`config.mk`:
```
export PLATFORM = sky130hd
export DESIGN_NAME = multicycle_control
export DESIGN_NICKNAME = d
export VERILOG_FILES = /design/src/rtl/multicycle_control.sv
export SDC_FILE = /design/constraint.sdc
export NUM_CORES = 1
export LEC_CHECK = 0
export ABC_AREA = 1
export CELL_PAD_IN_SITES_DETAIL_PLACEMENT = 1
export CELL_PAD_IN_SITES_GLOBAL_PLACEMENT = 1
export CORE_MARGIN = 4
export CORE_UTILIZATION = 31
export DETAILED_ROUTE_END_ITERATION = 12
export PLACE_DENSITY = 0.82
export SETUP_SLACK_MARGIN = 0.02
export SLEW_MARGIN = 0
export SYNTH_ARGS = -nofsm -noshare
export SYNTH_HDL_FRONTEND = slang
export SYNTH_SLANG_ARGS = --single-unit
```
`constraint.sdc`:
```
create_clock -name clk -period 2 [get_ports clk]
set_input_delay 0.4 -clock clk [delete_from_list [all_inputs] [get_ports clk]]
set_output_delay 0.4 -clock clk [all_outputs]
set_load 0.03 [all_outputs]
```
`src/rtl/multicycle_control.sv`:
```
// rtl/multicycle_control.sv - multi-cycle MIPS sequencer driving datapath enables, mux selects and memory handshake
module multicycle_control (
    input  logic       clk,
    input  logic       reset,
    input  logic [5:0] opcode,
    input  logic       zero,
    input  logic       mem_ready,
    output logic       mem_req,
    output logic       mem_we,
    output logic       iord,
    output logic       ir_write,
    output logic       pc_write,
    output logic [1:0] pc_src,
    output logic       alu_src_a,
    output logic [1:0] alu_src_b,
    output logic [2:0] alu_op_3,
    output logic       reg_write,
    output logic       reg_dst,
    output logic       mem_to_reg,
    output logic       illegal_instr
);

    localparam logic [5:0] opRtype = 6'h00;
    localparam logic [5:0] opJ     = 6'h02;
    localparam logic [5:0] opBeq   = 6'h04;
    localparam logic [5:0] opBne   = 6'h05;
    localparam logic [5:0] opAddi  = 6'h08;
    localparam logic [5:0] opAndi  = 6'h0C;
    localparam logic [5:0] opOri   = 6'h0D;
    localparam logic [5:0] opLui   = 6'h0F;
    localparam logic [5:0] opLw    = 6'h23;
    localparam logic [5:0] opSw    = 6'h2B;

    typedef enum logic [3:0] {
        FETCH    = 4'd0,
        DECODE   = 4'd1,
        EXEC_R   = 4'd2,
        WB_R     = 4'd3,
        EXEC_I   = 4'd4,
        WB_I     = 4'd5,
        MEM_ADDR = 4'd6,
        MEM_RD   = 4'd7,
        WB_MEM   = 4'd8,
        MEM_WR   = 4'd9,
        BRANCH   = 4'd10,
        JUMP     = 4'd11
    } stateType;

    stateType   state;
    stateType   nextState;
    logic [5:0] opR;

    always_ff @(posedge clk) begin
        if (reset) begin
            state <= FETCH;
            opR   <= 6'h00;
        end else begin
            state <= nextState;
            if (state == DECODE) begin
                opR <= opcode;
            end
        end
    end

    always_comb begin
        nextState     = FETCH;
        mem_req       = 1'b0;
        mem_we        = 1'b0;
        iord          = 1'b0;
        ir_write      = 1'b0;
        pc_write      = 1'b0;
        pc_src        = 2'd0;
        alu_src_a     = 1'b0;
        alu_src_b     = 2'd0;
        alu_op_3      = 3'd0;
        reg_write     = 1'b0;
        reg_dst       = 1'b0;
        mem_to_reg    = 1'b0;
        illegal_instr = 1'b0;

        case (state)
            FETCH: begin
                mem_req   = 1'b1;
                alu_src_b = 2'd1;
                ir_write  = mem_ready;
                pc_write  = mem_ready;
                nextState = mem_ready ? DECODE : FETCH;
            end
            DECODE: begin
                // ALU precomputes the branch target while the opcode is decoded
                alu_src_b = 2'd3;
                case (opcode)
                    opRtype:                        nextState = EXEC_R;
                    opLw, opSw:                     nextState = MEM_ADDR;
                    opAddi, opAndi, opOri, opLui:   nextState = EXEC_I;
                    opBeq, opBne:                   nextState = BRANCH;
                    opJ:                            nextState = JUMP;
                    default: begin
                        nextState     = FETCH;
                        illegal_instr = 1'b1;
                    end
                endcase
            end
            EXEC_R: begin
                alu_src_a = 1'b1;
                alu_op_3  = 3'd2;
                nextState = WB_R;
            end
            WB_R: begin
                reg_write = 1'b1;
                reg_dst   = 1'b1;
            end
            EXEC_I: begin
                alu_src_a = 1'b1;
                alu_src_b = 2'd2;
                case (opR)
                    opAndi:  alu_op_3 = 3'd6;
                    opOri:   alu_op_3 = 3'd5;
                    opLui:   alu_op_3 = 3'd3;
                    default: alu_op_3 = 3'd0;
                endcase
                nextState = WB_I;
            end
            WB_I: begin
                reg_write = 1'b1;
            end
            MEM_ADDR: begin
                alu_src_a = 1'b1;
                alu_src_b = 2'd2;
                nextState = (opR == opLw) ? MEM_RD : MEM_WR;
            end
            MEM_RD: begin
                mem_req   = 1'b1;
                iord      = 1'b1;
                nextState = mem_ready ? WB_MEM : MEM_RD;
            end
            WB_MEM: begin
                reg_write  = 1'b1;
                mem_to_reg = 1'b1;
            end
            MEM_WR: begin
                mem_req   = 1'b1;
                mem_we    = 1'b1;
                iord      = 1'b1;
                nextState = mem_ready ? FETCH : MEM_WR;
            end
            BRANCH: begin
                alu_src_a = 1'b1;
                alu_op_3  = 3'd1;
                pc_src    = 2'd1;
                pc_write  = ((opR == opBeq) & zero) | ((opR == opBne) & ~zero);
            end
            JUMP: begin
                pc_write = 1'b1;
                pc_src   = 2'd2;
            end
            default: nextState = FETCH;
        endcase

        // Reset silences every output in the same cycle, including mid-wait requests
        if (reset) begin
            nextState     = FETCH;
            mem_req       = 1'b0;
            mem_we        = 1'b0;
            iord          = 1'b0;
            ir_write      = 1'b0;
            pc_write      = 1'b0;
            pc_src        = 2'd0;
            alu_src_a     = 1'b0;
            alu_src_b     = 2'd0;
            alu_op_3      = 3'd0;
            reg_write     = 1'b0;
            reg_dst       = 1'b0;
            mem_to_reg    = 1'b0;
            illegal_instr = 1'b0;
        end
    end

endmodule
```
==> results.txt, run 1 <==
Across the routed clock network, the largest skew measured is 0.000691 ns. The design draws 0.000552 W. The cell type contributing the most total cell area after synthesis is sky130_fd_sc_hd__dfxtp_1.

Summing all placed instances gives a cell area of 1210 um^2. The total die area is 3560 um^2, and the number of setup violations in the final report is 0. The overall die width was 59.7 um. The worst hold path was traced through 2 stages. After technology mapping, the gate count stands at 147. The die extent in y is 59.7 um, and the clock-pin slew reported for the worst setup and hold paths after clock tree synthesis is 0.06 ns. Yosys mapped a number of flops with a built-in enable equal to 0.

The number of global-route vias before repair is 1,203. In the routed layout, each cell is associated on average with a via count of 4.91. The worst path needs 1.91 ns of the cycle, external delays included. The run gives 0 as the max-slew violation count. The run finished with clean final reports.

27 I/O pins were placed. The ratio of final minimum period to clock period was 95.7%. IR analysis of the VDD net gives a maximum drop of 0.341 mV.

The worst setup path is launched from a flip-flop. TritonCTS built the clock tree. After synthesis, the largest area contributor takes up 24.2% of total cell area. In the final layout, the share of cells above drive strength 1 is 33.9%. The synthesized netlist contains 26 unique library cells. The cell at the root of the clock tree is sky130_fd_sc_hd__clkbuf_4. The routed layout has 1,090 vias. The transition at the pin with the smallest max-transition slack was 0.265 ns. For the number of H-tree levels, the log shows 1. The fraction of registers with async set/reset is 0%, and the number of synthesis warnings is 0.

The primary flip-flop cell chosen by synthesis mapping was sky130_fd_sc_hd__dfxtp_1. The number of antenna violations at the first check in global routing is 0. Setup repair after global routing could not meet its margin everywhere. The logs give 0 for the count of final hold-check violations and 18 for the floorplan row count. For the half-perimeter wire length after placement, the log shows 2.56 mm. Measured against its own limit, the worst slew margin works out to 82.3%. The tool flagged a number of max-cap violations equal to 0. For this run, design rule violations remaining after detail routing come to 0. Entering global routing, the biggest net connects 13 pins. For the portion of the post-synthesis area used by sequential elements, the log shows 24.2%. The tools report the deepest clock path buffer count as 2. The startpoint-to-endpoint class of the critical path was reg2out. Each instance of the synthesized netlist takes up on average 5.63 um^2.

The filler cells instantiated in the layout total 352. The tree built by TritonCTS fans out to 10 sinks. The remaining global-route overflow was 0; the cell count of the worst reg-to-reg path was 7. The worst hold path class was reg2reg. With fillers left out, the area of the finished cells amounts to 1280 um^2. The cell area after synthesis is 827 um^2, and the power density relative to cell area is 431 nW/um^2. Once detail routing completed, the nets flagged for antenna violations numbered 0. The routed length per placed instance is 13.5 um, and the area of the placeable core is 2500 um^2. The total routing resource utilization after global routing was 18.0%. The first global-routing pass estimated 4.97 mm of wire. Along the worst path, the maximum fanout reaches 4. Registers take 205 um^2.

Routability-driven placement finished with a final weighted congestion of 0.846. The leading cell type by number of instances after synthesis is sky130_fd_sc_hd__nor2_1. Compared with the post-synthesis result, the final layout area differs by 54.9%.

The type of destination of the critical path is a primary output. The total of buffers placed on input and output ports is 26. Yosys attributes the largest share of cell area to sky130_fd_sc_hd__dfxtp_1 (24%), sky130_fd_sc_hd__nor2_1 (15%), sky130_fd_sc_hd__nand2_1 (14%).

The tools report the maximum operating frequency as 522 MHz. Summed over all cells, the static leakage comes to 0.651 nW. The area used by multi-input combinational logic was 559 um^2; the data arrival time of the critical path was 1.51 ns. Clock tree synthesis inserted a total of 3 buffers. The detailed router finished its first iteration with 14 violations. The first detailed-routing pass ran for 3 iterations. For the starting density of the core, the log shows 33.1%. In the final design database the tool counted 204 nets. Synthesis produced a netlist with a net count of 157.

Sorting the synthesized cells by how often they occur yields sky130_fd_sc_hd__nor2_1 (32), sky130_fd_sc_hd__nand2_1 (30), sky130_fd_sc_hd__inv_1 (23). 0 antenna diodes ended up in the layout. Clock latency on the worst-skew pair, taken at its later pin, is 0.25 ns.

Wires add up to 3.00 mm. The critical path data required time is 1.60 ns. The post-synthesis sequential element count is 10.
[path summary, 6_finish.rpt]
path | slack [ns] | start | end
setup reg to reg | 0.65 | state[1]$_SDFF_PP0_ | opR[3]$_SDFFE_PP0P_
hold reg to reg | 0.54 | opR[3]$_SDFFE_PP0P_ | opR[3]$_SDFFE_PP0P_
hold / removal | 0.54 | opR[3]$_SDFFE_PP0P_ | opR[3]$_SDFFE_PP0P_
setup / recovery | 0.09 | state[2]$_SDFF_PP0_ | alu_op_3[1]
[logic make-up (layout without fill, tap and decap cells)]
family                    Yosys count  count (layout)  synth area share [%]
AOI/OAI and AO/OA                  20              20                  13.2
xor gates and xnor gates            1               1                  1.06
buffers and inverters              27              72                  13.9
DFF                                10              10                  24.2
and+or+nand+nor                    89              89                  47.7
[what timing repair did]
item,in CTS,in global routing
buffers inserted,0,0
hold buffers,0,0
gates resized for setup,16,18
setup endpoints to repair,7,6
pin swaps,0,2
[power breakdown]
part | internal [W] | switching [W] | total (W)
logic | 0.0000795 | 0.000114 | 0.000194
clock network | 0.0000691 | 0.0000602 | 0.000129
registers | 0.000214 | 0.0000154 | 0.000229
[registers in the layout, indices dropped and copies added (netlist names)]
register	flops
opR	6
state	4
[metrics by stage]
step	utilization, %	instances	worst slack (ns)	hold WS (ns)	setup TNS (ns)
finish	51.3	222	0.0859	0.536	0
floorplan	-	147	0.0265	0.464	0
global route	51.3	222	0.00433	0.567	0
CTS	49.4	222	0.0233	0.540	0
global placement	48.4	219	-0.464	0.494	-0.570
detailed placement	48.4	219	-0.492	0.531	-0.663
[cells in the final DEF, fill, tap and decap left out, drive strengths merged]
| master | netlist | routed |
|---|---|---|
| a31oi | 2 | 2 |
| or3 | 1 | 1 |
| dlygate4sd2 | 0 | 5 |
| inv | 24 | 24 |
| o22ai | 1 | 1 |
| clkdlybuf4s50 | 0 | 2 |
| buf | 2 | 36 |
| nand4 | 3 | 3 |
| a21oi | 8 | 8 |
| o31ai | 1 | 1 |
| nand3 | 9 | 9 |
| o211ai | 1 | 1 |
| nor2 | 34 | 34 |
| xor2 | 1 | 1 |
| nand3b | 1 | 1 |
| dlymetal6s2s | 0 | 2 |
| o21ai | 7 | 7 |
| clkbuf | 1 | 3 |
| nor3 | 6 | 6 |
| dfxtp | 10 | 10 |
| or2 | 1 | 1 |
| nand2 | 34 | 34 |
[critical path, cell delays in order, from the launching register on]
cell	delay (ns)
sky130_fd_sc_hd__dfxtp_2	0.36
sky130_fd_sc_hd__buf_4	0.13
sky130_fd_sc_hd__nand2_1	0.08
sky130_fd_sc_hd__buf_6	0.14
sky130_fd_sc_hd__nor2_4	0.11
sky130_fd_sc_hd__o211ai_1	0.10
sky130_fd_sc_hd__a21oi_1	0.17
sky130_fd_sc_hd__buf_4	0.18
[area by class of cell]
class / instances / area share (%)
Inverter: 24 / 7.23
Timing Repair Buffer: 45 / 28.4
Clock buffer: 3 / 1.76
Multi-Input combinational cell: 110 / 43.7
Tap cell: 30 / 2.93
Sequential cell: 10 / 16.0
[routing by layer]
layer	vias to the layer above	part of all wire, %	wire length (um)	GRT usage, %
met5	-	0	0	0
met2	24	54	1620	36.0
met4	0	0.53	16	5.38
met1	505	41	1230	19.1
met3	2	4.5	134	2.16
li1	559	-	-	-
No activity file was read; power rests on OpenSTA's default activity.
==> inputs of run 2 (changes only) <==
--- a/config.mk
+++ b/config.mk
@@ -6,14 +6,15 @@
 export NUM_CORES = 1
 export LEC_CHECK = 0
 export ABC_AREA = 1
+export CAP_MARGIN = 15
 export CELL_PAD_IN_SITES_DETAIL_PLACEMENT = 1
 export CELL_PAD_IN_SITES_GLOBAL_PLACEMENT = 1
-export CORE_MARGIN = 4
+export CORE_MARGIN = 2
 export CORE_UTILIZATION = 31
 export DETAILED_ROUTE_END_ITERATION = 12
 export PLACE_DENSITY = 0.82
 export SETUP_SLACK_MARGIN = 0.02
-export SLEW_MARGIN = 0
+export SLEW_MARGIN = 30
 export SYNTH_ARGS = -nofsm -noshare
 export SYNTH_HDL_FRONTEND = slang
 export SYNTH_SLANG_ARGS = --single-unit
==> results.txt, run 2 (synthesis gave the netlist of run 1 again) <==
The number of buffers and inverters on the critical path works out to 2 (-1). Overall die width: 55.7 um (-6.7%). Ratio of final minimum period to clock period: 94.6% (-1.2 points). More flip-flops sit in one register than any other, and that register is opR. The logs give 13 (unchanged) for the maximum number of pins on one net before global-route repair and 2.90 mm (-3.2%) for the total detailed-routing wirelength. The tools report the number of setup violations in the final report as 0 (unchanged). The biggest fanout along the worst timing path came out at 3 (-1). The library cells used most frequently in the layout, excluding fill and tap cells, are sky130_fd_sc_hd__buf_4 (34), sky130_fd_sc_hd__nand2_1 (28), sky130_fd_sc_hd__nor2_1 (26).

The switching fraction of total power works out to 34.9% (+0.45 points). The slowest cell on the critical path was sky130_fd_sc_hd__clkdlybuf4s50_1. The flow ran to the end, and the final reports show no timing, DRC or antenna violations. The final critical delay including setup and external delays was 1.89 ns (-0.0231 ns). The switching component of the power is 0.000193 W (+1.8%), and the cell count of the worst reg-to-reg path is 7 (unchanged). TritonCTS built the clock tree.

The tools report the number of global-route vias before repair as 1,140 (-5.2%). Cell at the root of the clock tree: sky130_fd_sc_hd__clkbuf_4. The number of antenna violations at the first check in global routing was 0 (unchanged); the deepest clock path buffer count was 2 (unchanged).

The part of the total power dissipated in the clock network came out at 24.0% (+0.6 points). The hold-fix buffer count after cts is 0 (unchanged). In the final layout, the registers with the most flip-flops are opR: 6 flops, state: 4 flops. Relative to the synthesized area, the layout overhead comes to 56.1%.

The flop-to-flop setup slack is 0.67 ns (+0.02 ns). For the clock skew after layout, the log shows 0.00706 ns (+0.00637 ns). The sequential group share of total power was 41.2% (-0.3 points); the number of ports placed on the die boundary was 27 (unchanged). The worst hold path belongs to the class in2reg. The tools report the fraction of the core area covered by cells at the end of the flow as 51.7% (+0.40 points).

Number of flip-flops under the largest register name: 6 (unchanged). The type of destination of the critical path is a primary output. The endpoint identified for the worst register-to-register timing path is opR[3]$_SDFFE_PP0P_. Among cell families on the critical path, the largest total delay comes from buffers and inverters. The ratio of cells with drive above 1 in the final layout works out to 34.9% (+1.0 points).

The max-slew violation count was 0 (unchanged). The tools report the tightest slew margin relative to the limit as 81.7% (-0.62 points). The tools report the number of iterations in the first detailed-routing pass as 4 (+1).

In this run the most critical hold path is launched from opcode[4]. The final weighted congestion of routability-driven global placement is 0.825 (-2.5%). The most frequent standard cell in the layout excluding fill and tap cells was sky130_fd_sc_hd__buf_4.

The tools report the placed instance area as 1200 um^2 (-0.62%). The run gives 3100 um^2 (-13%) as the total die area. The clock net sink count is 10 (unchanged). The total of buffers placed on input and output ports was 26 (unchanged). The startpoint of the lowest-slack register-to-register path was state[1]$_SDFF_PP0_. The run gives 0 (unchanged) as the remaining global-route overflow.

The tools report the count of final hold-check violations as 0 (unchanged). Post-detailed-route via-to-cell ratio: 4.91 (about the same). For the detailed-route DRC error count, the log shows 0 (unchanged). The design area was 1290 um^2 (+0.78%).

The total routing resource utilization after global routing is 19.8% (+1.8 points). Floorplan row count: 18 (unchanged). The overall via count from detail_route came out at 1,089 (-0.092%). For hold timing, the worst endpoint is opR[4]$_SDFFE_PP0P_.

The run gives 0.27 ns (+0.02 ns) as the latest clock arrival within the worst-skew pair. For the internal portion of total power, the log shows 0.000361 W (-0.25%). The clock-pin slew reported for the worst setup and hold paths after clock tree synthesis came out at 0.06 ns (about the same). The global-route wire length before repair came out at 4.93 mm (-0.97%). TritonCTS buffer count: 3 (unchanged). The startpoint-to-endpoint class of the critical path is in2out. The logs give 1 (unchanged) for the number of H-tree levels and 204 (unchanged) for the final net count. The half-perimeter wire length after placement was 2.44 mm (-4.8%); the area of the placeable core was 2500 um^2 (unchanged). The maximum operating frequency was 529 MHz (+1.2%); the power density relative to cell area was 430 nW/um^2 (-0.33%). The critical path data required time came out at 1.60 ns (about the same). The tools report the number of max-cap violations as 0 (unchanged). The part of the total power dissipated in combinational logic was 34.9% (-0.2 points); the starting density of the core was 33.1% (unchanged).

The maximum single-stage delay on the critical path was 0.51 ns (+0.15 ns); the die extent in y was 55.7 um (-6.7%). The tools report the data arrival time of the critical path as 1.49 ns (-0.02 ns). The routed length per placed instance was 13.1 um (-3.2%); the number of diodes added for antenna fixing was 0 (unchanged). The critical path goes through clkdlybuf4s50_1 > nand3_1 > nand2_1 > a31oi_1 > nor2_1 > buf_4. The run gives 0.336 mV (-1.6%) as the worst voltage drop across the vdd grid. Setup repair after global routing could not meet its margin everywhere. The logs give 0 (unchanged) for the count of nets left with antenna violations after detail routing and 20 (+6) for the number of DRC violations after detailed-routing iteration 0. The transition at the pin with the smallest max-transition slack came out at 0.274 ns (+0.00933 ns). STA classifies the critical path startpoint as a primary input.

The tools report the static leakage power as 0.664 nW (+2.1%). Worst hold path depth: 3 (+1).
-- run 2: worst min-delay path: cells and delay by family --
| family | cells | cell delay (ns) |
|---|---|---|
| AOI/OAI and AO/OA | 1 | 0.06 |
| buffers and inverters | 2 | 0.23 |
-- run 2: timing repair --
action                     4_1_cts  5_1_grt
gates resized for setup         15       21
hold endpoints to repair         0        0
pin swaps                        0        3
setup endpoints to repair        9       10
buffers inserted                 0        1
-- run 2: layer usage --
| layer | wire length (um) | up-vias | share of wire, % | global-route usage (%) |
|---|---|---|---|---|
| li1 | - | 556 | - | - |
| met1 | 1240 | 495 | 43 | 21.4 |
| met2 | 1480 | 31 | 51 | 37.6 |
| met3 | 117 | 7 | 4.0 | 2.56 |
| met4 | 69 | 0 | 2.4 | 9.06 |
| met5 | 0 | - | 0 | 0 |
-- run 2: power groups by stage --
stage / clock (W) / combinational (W) / sequential (W)
floorplan: 0 / 0.000107 / 0.000227
global placement: 0 / 0.000181 / 0.000230
detailed placement: 0 / 0.000187 / 0.000231
CTS: 0.000138 / 0.000190 / 0.000227
global route: 0.000151 / 0.000213 / 0.000230
finish: 0.000133 / 0.000193 / 0.000228
-- run 2: final cells by class --
class / instances / area (um^2)
Clock buffer: 3 / 22.5
Fill cell: 353 / 1210
Inverter: 24 / 92.6
Multi-Input combinational cell: 110 / 563
Sequential cell: 10 / 205
Tap cell: 30 / 37.5
Timing Repair Buffer: 45 / 370
-- run 2: metrics by stage --
step                setup TNS, ns  total power, W  hold WS, ns  setup slack, ns  instances
global placement           -0.786        0.000411        0.497           -0.530        218
detailed placement          -1.08        0.000418        0.513           -0.576        218
CTS                             0        0.000554        0.521          0.00590        221
floorplan                       0        0.000334        0.464           0.0265        147
finish                          0        0.000555        0.471            0.109        222
global route                    0        0.000594        0.507           0.0241        222
-- run 2: worst max-delay path by stage --
stage / from / endpoint / cells past startpoint
2_1_floorplan: reset / mem_req / 6
3_3_place_gp: reset / reg_write / 6
3_5_place_dp: reset / reg_write / 6
4_1_cts: state[0]$_SDFF_PP0_ / reg_write / 5
5_1_grt: state[2]$_SDFF_PP0_ / alu_op_3[1] / 7
6_report: mem_ready / pc_write / 6
